File: config.mk
export PLATFORM = sky130hd
export DESIGN_NAME = uart_loader_flat
export DESIGN_NICKNAME = d
export VERILOG_FILES = /design/src/rtl/uart_loader_if.sv /design/src/rtl/uart_loader.sv /design/src/flat_wrapper.sv
export SDC_FILE = /design/constraint.sdc
export NUM_CORES = 1
export LEC_CHECK = 0
export CORE_UTILIZATION = 49
export CTS_CLUSTER_DIAMETER = 50
export CTS_CLUSTER_SIZE = 8
export DETAILED_ROUTE_END_ITERATION = 7
export PLACE_DENSITY_LB_ADDON = 0.12
export SLEW_MARGIN = 0
export SYNTH_ARGS = -nofsm -noshare
export SYNTH_HDL_FRONTEND = slang
export SYNTH_SLANG_ARGS = --single-unit
File: constraint.sdc
create_clock -name clk -period 2.4 [get_ports clk]
set_clock_uncertainty 0.15 [all_clocks]
set_input_delay 0.48 -clock clk [delete_from_list [all_inputs] [get_ports clk]]
set_output_delay 0.48 -clock clk [all_outputs]
set_load 0.1 [all_outputs]
File: src/rtl/uart_loader_if.sv
// UART register port and memory write port of the serial boot loader.
// The loader is the master on both; the UART and memory models are slaves.
interface uart_loader_if;
   logic [3:0]  u_adr_o;
   logic [31:0] u_dat_o;
   logic        u_we_o;
   logic        u_stb_o;
   logic [31:0] u_dat_i;
   logic        u_ack_i;
   logic [31:0] mem_adr_o;
   logic [31:0] mem_dat_o;
   logic [3:0]  mem_sel_o;
   logic        mem_we_o;
   logic        mem_stb_o;
   logic        mem_ack_i;

   modport master (
      output u_adr_o, u_dat_o, u_we_o, u_stb_o,
      input  u_dat_i, u_ack_i,
      output mem_adr_o, mem_dat_o, mem_sel_o, mem_we_o, mem_stb_o,
      input  mem_ack_i
   );

   modport slave (
      input  u_adr_o, u_dat_o, u_we_o, u_stb_o,
      output u_dat_i, u_ack_i,
      input  mem_adr_o, mem_dat_o, mem_sel_o, mem_we_o, mem_stb_o,
      output mem_ack_i
   );
endinterface

File: src/rtl/uart_loader.sv
// Serial boot loader: polls the UART, hunts for a framed image
// (MAGIC, ADDR, LEN in words, data), writes it word-by-word to memory,
// echoes an 8-bit checksum back through UART TX and latches the entry address.
module uart_loader #(
   parameter logic [7:0]  MAGIC   = 8'hA5,
   parameter logic [31:0] TIMEOUT = 32'd50000000
) (
   input  logic          clk,
   input  logic          rst_ni,
   input  logic          en_i,
   uart_loader_if.master bus,
   output logic          busy_o,
   output logic          done_o,
   output logic          err_o,
   output logic [31:0]   entry_o
);

   // Bus/handshake sequencer states
   localparam logic [3:0] S_IDLE    = 4'd0;
   localparam logic [3:0] S_POLL    = 4'd1;
   localparam logic [3:0] S_POLLW   = 4'd2;
   localparam logic [3:0] S_RD      = 4'd3;
   localparam logic [3:0] S_RDW     = 4'd4;
   localparam logic [3:0] S_GAP1    = 4'd5;
   localparam logic [3:0] S_GAP2    = 4'd6;
   localparam logic [3:0] S_MEMW    = 4'd7;
   localparam logic [3:0] S_TXPOLL  = 4'd8;
   localparam logic [3:0] S_TXPOLLW = 4'd9;
   localparam logic [3:0] S_TXWR    = 4'd10;
   localparam logic [3:0] S_DONE    = 4'd11;

   // Frame parser phases, orthogonal to the sequencer state
   localparam logic [1:0] P_HUNT = 2'd0;
   localparam logic [1:0] P_ADR  = 2'd1;
   localparam logic [1:0] P_LEN  = 2'd2;
   localparam logic [1:0] P_DATA = 2'd3;

   localparam logic [3:0] UA_TX   = 4'h0;
   localparam logic [3:0] UA_RX   = 4'h4;
   localparam logic [3:0] UA_STAT = 4'h8;

   logic [3:0]  state_q, state_d;
   logic [1:0]  phase_q, phase_d;
   logic [1:0]  idx_q, idx_d;       // byte position within the current field/word
   logic [31:0] addr_q, addr_d;     // frame load address (becomes entry)
   logic [31:0] len_q, len_d;
   logic [31:0] word_q, word_d;     // data word being assembled
   logic [31:0] wptr_q, wptr_d;     // next memory write address
   logic [31:0] left_q, left_d;     // words still to write
   logic [7:0]  sum_q, sum_d;
   logic [31:0] tmo_q, tmo_d;
   logic        err_q, err_d;
   logic [31:0] entry_q, entry_d;

   logic [7:0]  rx_byte;
   logic [31:0] len_shift;
   logic        fetching;
   logic        timing;
   logic        unused_bits;

   assign rx_byte   = bus.u_dat_i[7:0];
   assign len_shift = {rx_byte, len_q[31:8]};

   // Only the byte-fetch loop is guarded by the inter-byte timeout;
   // memory writes and the TX echo may stall for as long as they need.
   assign fetching = (state_q == S_POLL) || (state_q == S_POLLW) ||
                     (state_q == S_RD)   || (state_q == S_RDW)   ||
                     (state_q == S_GAP1) || (state_q == S_GAP2);
   assign timing   = fetching && (phase_q != P_HUNT);

   // UART ack is combinational with strobe and never waited on
   assign unused_bits = ^{bus.u_ack_i, bus.u_dat_i[31:8]};

   // Next-state: sequencer, parser and timeout abort
   always_comb begin
      state_d = state_q;
      phase_d = phase_q;
      idx_d   = idx_q;
      addr_d  = addr_q;
      len_d   = len_q;
      word_d  = word_q;
      wptr_d  = wptr_q;
      left_d  = left_q;
      sum_d   = sum_q;
      tmo_d   = timing ? tmo_q + 32'd1 : tmo_q;
      err_d   = 1'b0;
      entry_d = entry_q;

      if (timing && (tmo_q == TIMEOUT)) begin
         // Abort: drop the partial word; words already written stay written
         err_d   = 1'b1;
         phase_d = P_HUNT;
         idx_d   = 2'd0;
         tmo_d   = '0;
         state_d = S_POLL;
      end else begin
         case (state_q)
            S_IDLE: begin
               if (en_i) begin
                  state_d = S_POLL;
                  phase_d = P_HUNT;
                  idx_d   = 2'd0;
               end
            end
            S_POLL:  state_d = S_POLLW;
            S_POLLW: state_d = bus.u_dat_i[1] ? S_RD : S_POLL;
            S_RD:    state_d = S_RDW;
            S_RDW: begin
               tmo_d   = '0;
               state_d = S_GAP1;
               case (phase_q)
                  P_HUNT: begin
                     if (rx_byte == MAGIC) begin
                        phase_d = P_ADR;
                        idx_d   = 2'd0;
                        sum_d   = 8'd0;
                     end
                  end
                  P_ADR: begin
                     addr_d = {rx_byte, addr_q[31:8]};
                     idx_d  = idx_q + 2'd1;
                     if (idx_q == 2'd3) phase_d = P_LEN;
                  end
                  P_LEN: begin
                     len_d = len_shift;
                     idx_d = idx_q + 2'd1;
                     if (idx_q == 2'd3) begin
                        wptr_d = addr_q;
                        left_d = len_shift;
                        if (len_shift == 32'd0) state_d = S_TXPOLL;
                        else                    phase_d = P_DATA;
                     end
                  end
                  default: begin
                     word_d = {rx_byte, word_q[31:8]};
                     sum_d  = sum_q + rx_byte;
                     idx_d  = idx_q + 2'd1;
                     if (idx_q == 2'd3) state_d = S_MEMW;
                  end
               endcase
            end
            // Status bits need two quiet cycles to settle before the next poll
            S_GAP1: state_d = S_GAP2;
            S_GAP2: state_d = S_POLL;
            S_MEMW: begin
               if (bus.mem_ack_i) begin
                  wptr_d  = wptr_q + 32'd4;
                  left_d  = left_q - 32'd1;
                  state_d = (left_q == 32'd1) ? S_TXPOLL : S_POLL;
               end
            end
            S_TXPOLL:  state_d = S_TXPOLLW;
            S_TXPOLLW: state_d = bus.u_dat_i[0] ? S_TXPOLL : S_TXWR;
            S_TXWR:    state_d = S_DONE;
            S_DONE: begin
               entry_d = addr_q;
               phase_d = P_HUNT;
               idx_d   = 2'd0;
               state_d = S_POLL;
            end
            default: state_d = S_IDLE;
         endcase
      end
   end

   // State registers, cleared asynchronously
   always_ff @(posedge clk or negedge rst_ni) begin
      if (!rst_ni) begin
         state_q <= S_IDLE;
         phase_q <= P_HUNT;
         idx_q   <= 2'd0;
         addr_q  <= '0;
         len_q   <= '0;
         word_q  <= '0;
         wptr_q  <= '0;
         left_q  <= '0;
         sum_q   <= '0;
         tmo_q   <= '0;
         err_q   <= 1'b0;
         entry_q <= '0;
      end else begin
         state_q <= state_d;
         phase_q <= phase_d;
         idx_q   <= idx_d;
         addr_q  <= addr_d;
         len_q   <= len_d;
         word_q  <= word_d;
         wptr_q  <= wptr_d;
         left_q  <= left_d;
         sum_q   <= sum_d;
         tmo_q   <= tmo_d;
         err_q   <= err_d;
         entry_q <= entry_d;
      end
   end

   // UART port: single-cycle strobes decoded from state
   always_comb begin
      bus.u_stb_o = (state_q == S_POLL) || (state_q == S_RD) ||
                    (state_q == S_TXPOLL) || (state_q == S_TXWR);
      bus.u_we_o  = (state_q == S_TXWR);
      bus.u_dat_o = (state_q == S_TXWR) ? {24'b0, sum_q} : 32'd0;
      case (state_q)
         S_POLL, S_TXPOLL: bus.u_adr_o = UA_STAT;
         S_RD:             bus.u_adr_o = UA_RX;
         default:          bus.u_adr_o = UA_TX;
      endcase
   end

   // Memory port: strobe held through MEMW, so adr/dat are stable until ack.
   // Byte selects follow the strobe so the idle port reads all-zero.
   always_comb begin
      bus.mem_stb_o = (state_q == S_MEMW);
      bus.mem_we_o  = bus.mem_stb_o;
      bus.mem_sel_o = {4{bus.mem_stb_o}};
      bus.mem_adr_o = wptr_q;
      bus.mem_dat_o = word_q;
   end

   assign busy_o  = (state_q != S_IDLE) && (phase_q != P_HUNT);
   assign done_o  = (state_q == S_DONE);
   assign err_o   = err_q;
   assign entry_o = entry_q;

endmodule

File: src/flat_wrapper.sv
// flat-port wrapper written by rule: the top's interface ports become plain ports
module uart_loader_flat 
#(
   parameter logic [7:0]  MAGIC   = 8'hA5,
   parameter logic [31:0] TIMEOUT = 32'd50000000
)
  (clk, rst_ni, en_i, busy_o, done_o, err_o, entry_o, bus_u_adr_o, bus_u_dat_o, bus_u_we_o, bus_u_stb_o, bus_u_dat_i, bus_u_ack_i, bus_mem_adr_o, bus_mem_dat_o, bus_mem_sel_o, bus_mem_we_o, bus_mem_stb_o, bus_mem_ack_i);
  uart_loader_if bus_i ();
  input  logic clk;
  input  logic rst_ni;
  input  logic en_i;
  output logic busy_o;
  output logic done_o;
  output logic err_o;
  output logic [31:0] entry_o;
  output wire logic [$bits(bus_i.u_adr_o)-1:0] bus_u_adr_o;
  output wire logic [$bits(bus_i.u_dat_o)-1:0] bus_u_dat_o;
  output wire logic [$bits(bus_i.u_we_o)-1:0] bus_u_we_o;
  output wire logic [$bits(bus_i.u_stb_o)-1:0] bus_u_stb_o;
  input wire logic [$bits(bus_i.u_dat_i)-1:0] bus_u_dat_i;
  input wire logic [$bits(bus_i.u_ack_i)-1:0] bus_u_ack_i;
  output wire logic [$bits(bus_i.mem_adr_o)-1:0] bus_mem_adr_o;
  output wire logic [$bits(bus_i.mem_dat_o)-1:0] bus_mem_dat_o;
  output wire logic [$bits(bus_i.mem_sel_o)-1:0] bus_mem_sel_o;
  output wire logic [$bits(bus_i.mem_we_o)-1:0] bus_mem_we_o;
  output wire logic [$bits(bus_i.mem_stb_o)-1:0] bus_mem_stb_o;
  input wire logic [$bits(bus_i.mem_ack_i)-1:0] bus_mem_ack_i;
  assign bus_u_adr_o = bus_i.u_adr_o;
  assign bus_u_dat_o = bus_i.u_dat_o;
  assign bus_u_we_o = bus_i.u_we_o;
  assign bus_u_stb_o = bus_i.u_stb_o;
  assign bus_i.u_dat_i = bus_u_dat_i;
  assign bus_i.u_ack_i = bus_u_ack_i;
  assign bus_mem_adr_o = bus_i.mem_adr_o;
  assign bus_mem_dat_o = bus_i.mem_dat_o;
  assign bus_mem_sel_o = bus_i.mem_sel_o;
  assign bus_mem_we_o = bus_i.mem_we_o;
  assign bus_mem_stb_o = bus_i.mem_stb_o;
  assign bus_i.mem_ack_i = bus_mem_ack_i;
  uart_loader #(.MAGIC(MAGIC), .TIMEOUT(TIMEOUT)) u_core (.clk(clk), .rst_ni(rst_ni), .en_i(en_i), .bus(bus_i), .busy_o(busy_o), .done_o(done_o), .err_o(err_o), .entry_o(entry_o));
endmodule
### Word level (Yosys, flattened, before mapping)

Index checks and enable logic that the tools add are counted.

| word-level totals | value |
|---|---|
| register bits after elaboration | 241 |
| output and inout bits | 143 |
| logic and storage cells | 120 |

| cells by class | value |
|---|---|
| $add $sub $neg | 5 |
| eq/ne operators | 28 |
| multiplexer cells | 39 |
| bitwise logic cells | 3 |
| reduce and logical (&&, ||, !) cells | 33 |

Operators with widths:

| cell | number |
|---|---|
| 32-bit two-way mux | 9 |
| 32-bit one-hot mux with 2 select lines | 2 |
| 4-bit one-hot mux with 11 select lines | 1 |
| 32-bit by 1-bit adder with 32-bit output (second input constant) | 1 |
| 32-bit by 3-bit adder with 32-bit output (second input constant) | 1 |
| 32-bit by 1-bit == test with 1-bit output (second input constant) | 1 |
| 32-bit by 26-bit == test with 1-bit output (second input constant) | 1 |
| 32-bit zero test | 1 |
| 32-bit by 1-bit subtractor with 32-bit output (second input constant) | 1 |
| 2-bit two-way mux | 12 |
| 4-bit two-way mux | 6 |
| 2-bit one-hot mux with 3 select lines | 3 |
| 4-bit by 3-bit == test with 1-bit output (second input constant) | 4 |
| 4-bit == test (second input constant) | 4 |
| 8-bit two-way mux | 2 |
| 4-bit inequality test (second input constant) | 4 |
| 4-bit one-hot mux with 2 select lines | 2 |
| 8-bit one-hot mux with 2 select lines | 1 |
| 3-bit AND reduction | 4 |
| 8-bit adder | 1 |
| 4-bit by 2-bit == test with 1-bit output (second input constant) | 2 |
| 8-bit == test (second input constant) | 1 |
| 1-bit logical OR | 8 |
| 4-bit nonzero test | 2 |
| other kinds (22) | 34 |

### Longest topological paths before layout

| depth | value |
|---|---|
| word-level depth | 10 |
| depth in mapped cells | 10 |

### Worst setup path before layout

Ideal clock, no wire load.

| timing | value |
|---|---|
| path kind | register to output |
| start point | register u_core.state_q[3] |
| end point | output bus_u_dat_o[0] |
| arrival time | 4.207 ns |
| slack | -2.437 ns |
| cell stages (with the launch flop) | 6 |
| buffers on the path | 2 |
| cells stage by stage | dfrtp_1 > clkbuf_1 > clkbuf_1 > nand2b_1 > nor3_1 > and2_1 |

| between the ends | value |
|---|---|
| word-level cells in the longest chain between the ends | 2 |

Ends and longest elaborated chain:

| element | RTL line | text |
|---|---|---|
| start, declared | uart_loader.sv:42 | `logic [3:0] state_q, state_d;` |
| start signal, assigned | uart_loader.sv:182 | `state_q <= state_d;` |
| 4-bit == test | - |  |
| via bus_u_we_o | flat_wrapper.sv:18 | `output wire logic [$bits(bus_i.u_we_o)-1:0] bus_u_we_o;` |
| 8-bit two-way mux | uart_loader.sv:202 | `bus.u_dat_o = (state_q == S_TXWR) ? {24'b0, sum_q} : 32'd0;` |
| end, declared | flat_wrapper.sv:17 | `output wire logic [$bits(bus_i.u_dat_o)-1:0] bus_u_dat_o;` |

The timed path passes the listed nets, and every way through them passes these cells.

### Worst setup path after layout

| timing | value |
|---|---|
| start point | register u_core.left_q[22] |
| end point | register u_core.state_q[3] |

| between the ends | value |
|---|---|
| word-level cells in the longest chain between the ends | 5 |

Ends and longest elaborated chain:

| element | RTL line | text |
|---|---|---|
| start, declared | uart_loader.sv:49 | `logic [31:0] left_q, left_d;` |
| start signal, assigned | uart_loader.sv:189 | `left_q <= left_d;` |
| 32-bit by 1-bit == test with 1-bit output | uart_loader.sv:149 | `state_d = (left_q == 32'd1) ? S_TXPOLL : S_POLL;` |
| 4-bit two-way mux | uart_loader.sv:149 |  |
| 4-bit two-way mux | uart_loader.sv:146 | `if (bus.mem_ack_i) begin` |
| 4-bit one-hot mux with 11 select lines | uart_loader.sv:97 | `case (state_q)` |
| 4-bit two-way mux | uart_loader.sv:89 | `if (timing && (tmo_q == TIMEOUT)) begin` |

No other way between the ends. The select of a mux whose other input is x is not followed.
A chain may end at the register's enable or synchronous reset.

==> results.txt <==
----------------------------------------------------
[Run status]
  Result of the run ... complete, but fails checks
  Violations in the final reports ... setup timing

[Clocking]
  Number of buffers created by CTS ... 37
  CTS root buffer ... clkbuf_16
  CTS H-Tree Depth ... 2
  Clock-pin slew on the worst setup and hold paths ... about 0.050 ns
  Clock latency at the later pin of the worst-skew pair ... 0.51 ns
  Sink count of the clock tree ... 233
  CTS tree ... built
  Worst-case clock buffer depth ... 3

[Synth]
  Flip-flop and latch count after synthesis ... 233
  Most frequent cell after synthesis ... dfrtp_1
  Share of flip-flops with an asynchronous set or reset after synthesis ... 100.0%
  Syn Inst Count ... approximately 1200
  Fraction of synthesized cell area taken by the top area cell type ... approximately 49%
  Cell types with the highest counts after synthesis ... 233 x dfrtp_1, 173 x nand2_1, 104 x nor2_1
  Cell area after synthesis ... 11800 um^2
  Distinct cells, synth ... 66
  Count of synthesis-stage warnings from yosys ... 0
  Post-Syn Area per Cell ... 9.761 um^2
  EDFF count, synth ... 0
  Largest area contributor in the netlist ... dfrtp_1
  Main flop type after synthesis ... dfrtp_1
  Top cells by area in the synthesized netlist ... dfrtp_1 49%, mux2_2 8.9%, nand2_1 5.5%
  Portion of the post-synthesis area used by sequential elements ... around 49%

[Setup path]
  Required time at the endpoint of the critical path ... 2.66 ns
  Ordered cell list for the critical path ... or4_4, or4_4, or4b_4, nor3_4, nand2_1, a221oi_2
  Slack of the worst reg-to-reg path ... -0.26 ns
  CP Class ... reg -> reg
  Critical Path Sink Type ... register
  Largest incremental delay on the critical path ... 0.55 ns
  Data arrival at the endpoint of the critical path ... 2.91 ns
  Slowest CP cell ... or4_4
  Critical Path Most Common Cell ... or4_4
  Largest fanout on the critical path ... 2
  Crit path launch type ... register

[STA]
  Final critical-path setup slack ... -0.2557 ns
  Share of the clock period used by the worst path after layout ... 110.7%
  RSZ-0062 raised after global routing ... true
  Number of endpoints failing setup at the final stage ... 101
  Post-layout minimum cycle time ... 2.656 ns
  Endpoints failing hold ... 0
  Max frequency ... 376.6 MHz
  Relative max-transition margin ... 63.69%
  Actual transition at the worst max-transition pin ... 0.5406 ns
  Number of max-slew violations in the final report ... 0

[Route]
  Detailed Routing Iterations Pass 1 ... 6
  Via density per instance ... 5.992
  Average routed wire per standard cell ... around 22 um
  Residual DRC ... 0
  Number of vias after detailed routing ... 11220
  ANT nets after route ... 0
  DRT Wirelength ... 40.39 mm
  Number of DRC violations after detailed-routing iteration 0 ... 1083

[Layout]
  Area growth from synthesis to layout ... 51.31%
  Final std cell area, no fill ... 17860 um^2
  Core occupancy in the finished layout ... between 70% and 80%
  Proportion of layout cells with a drive suffix above 1 ... between 40% and 50%
  Post-layout instance count excluding filler cells ... 1873
  Nets ... 1589

[Placed design]
  Placed Area ... 14550 um^2
  Cell count after placement ... 1746
  Final GP Congestion ... 0.9224
  Dpl hpwl ... 23.23 mm
  Place WS ... -0.5698 ns
  Count of input and output buffers ... approximately 130

[Power]
  Power per unit of standard cell area ... between 1000 and 1500 nW/um^2
  Largest vdd supply drop ... roughly 730 uV
  P_leak ... 8.486 nW
  Final Power ... 19.04 mW

[Global routing]
  Total grt overflow ... 0
  Vias in the first global route ... 10640
  Initial antenna violation count ... 1
  Total GRT Usage ... 30.54%
  Pin count of the biggest net entering global routing ... 58
  First-pass GRT wire length ... 58.51 mm

[Worst hold path]
  Class of the worst hold path ... reg -> reg

[Floorplanning]
  Die boundary height ... 157.2 um
  Die X ... 157.2 um
  Core box area ... 23540 um^2
  Die area ... around 25000 um^2
  Num rows ... 56
  Io pins ... 180
  Starting utilization of the core area ... between 50 and 60%

[Job]
  Maxcap violations ... 0

----------------------------------------------------
-- stage by stage --
stage          hold WS (ns)  setup TNS (ns)
2_1_floorplan       0.03441          -10.06
3_3_place_gp         0.2790          -14.71
3_5_place_dp         0.2830          -17.10
4_1_cts              0.3270          -2.948
5_1_grt              0.3326          -15.25
6_report             0.3211          -4.291
-- power by group --
group,internal (mW),switching (mW)
Combinational,3.15,5.06
Sequential,4.75,1.19
Clock,3.07,1.82
Total,11.0,8.07
-- timing repair --
action	CTS	global route
endpoints found under the setup margin	176	172
hold buffers	1	0
setup buffers	26	22
endpoints found under the hold margin	46	0
cloned	13	10
pin swaps	32	60
resized for setup	97	192
-- final timing paths --
path	startpoint	cells after the start	end
max in group asynchronous	rst_ni	3	u_core.state_q[0]
worst max register to register	u_core.left_q[22]	6	u_core.state_q[3]
worst min-delay path	u_core.entry_o[12]	2	u_core.entry_o[12]
min in group asynchronous	rst_ni	2	u_core.tmo_q[18]
worst max-delay path	u_core.left_q[22]	6	u_core.state_q[3]
worst min register to register	u_core.entry_o[12]	2	u_core.entry_o[12]
-- flip-flops by register name (all words and copies together), names as in the netlist --
signal / cells
u_core.idx_q: 2
u_core.tmo_q: 32
u_core.sum_q: 8
u_core.bus.mem_dat_o: 32
u_core.bus.mem_adr_o: 32
u_core.addr_q: 32
u_core.state_q: 4
u_core.entry_o: 32
u_core.err_o: 1
u_core.phase_q: 2
u_core.len_q: 24
u_core.left_q: 32
-- critical path: cells and delay by family, from the launching register on --
kind / cells / cell delay [ns]
and+or+nand+nor: 5 / 1.80
DFF: 1 / 0.38
AOI/OAI and AO/OA: 1 / 0.23
-- logic make-up after synthesis --
logic type | synth area share (%)
compound gates | 10.75
flops | 49.41
mux | 10.40
other cells | 0.03178
xor+xnor | 2.375
simple gates | 20.33
fa+ha+maj | 1.972
buf+inv | 4.729
-- layout make-up --
| cell class | count | area (um^2) |
|---|---|---|
| multi-input cells | 889 | 6688 |
| flip-flops and latches | 233 | 5862 |
| diodes | 1 | 2.502 |
| well taps | 319 | 399.1 |
| repair buffers | 349 | 3715 |
| clock inverters | 5 | 57.56 |
| clock buffers | 53 | 1036 |
| inverters | 24 | 97.59 |
| fillers | 1539 | 5685 |
-- layer usage --
layer  track usage, %  share of wire [%]
met1            40.87                 41
met2            48.67                 47
met3            6.085                8.1
met4            12.16                4.3
met5                0                  0
-- cells in the final DEF, fill, tap and decap left out, types with 19 or more instances in the layout --
cell type / count
buf_4: 245
buf_6: 25
nor2_1: 82
nand2_1: 166
nor3_1: 27
buf_12: 39
inv_1: 19
nand4_1: 19
a21oi_1: 46
conb_1: 26
nand3_1: 46
mux2_2: 29
clkbuf_16: 47
dfrtp_2: 19
mux2_4: 64
dfrtp_1: 212
o21ai_0: 40
(Power assumes the default switching activity.)
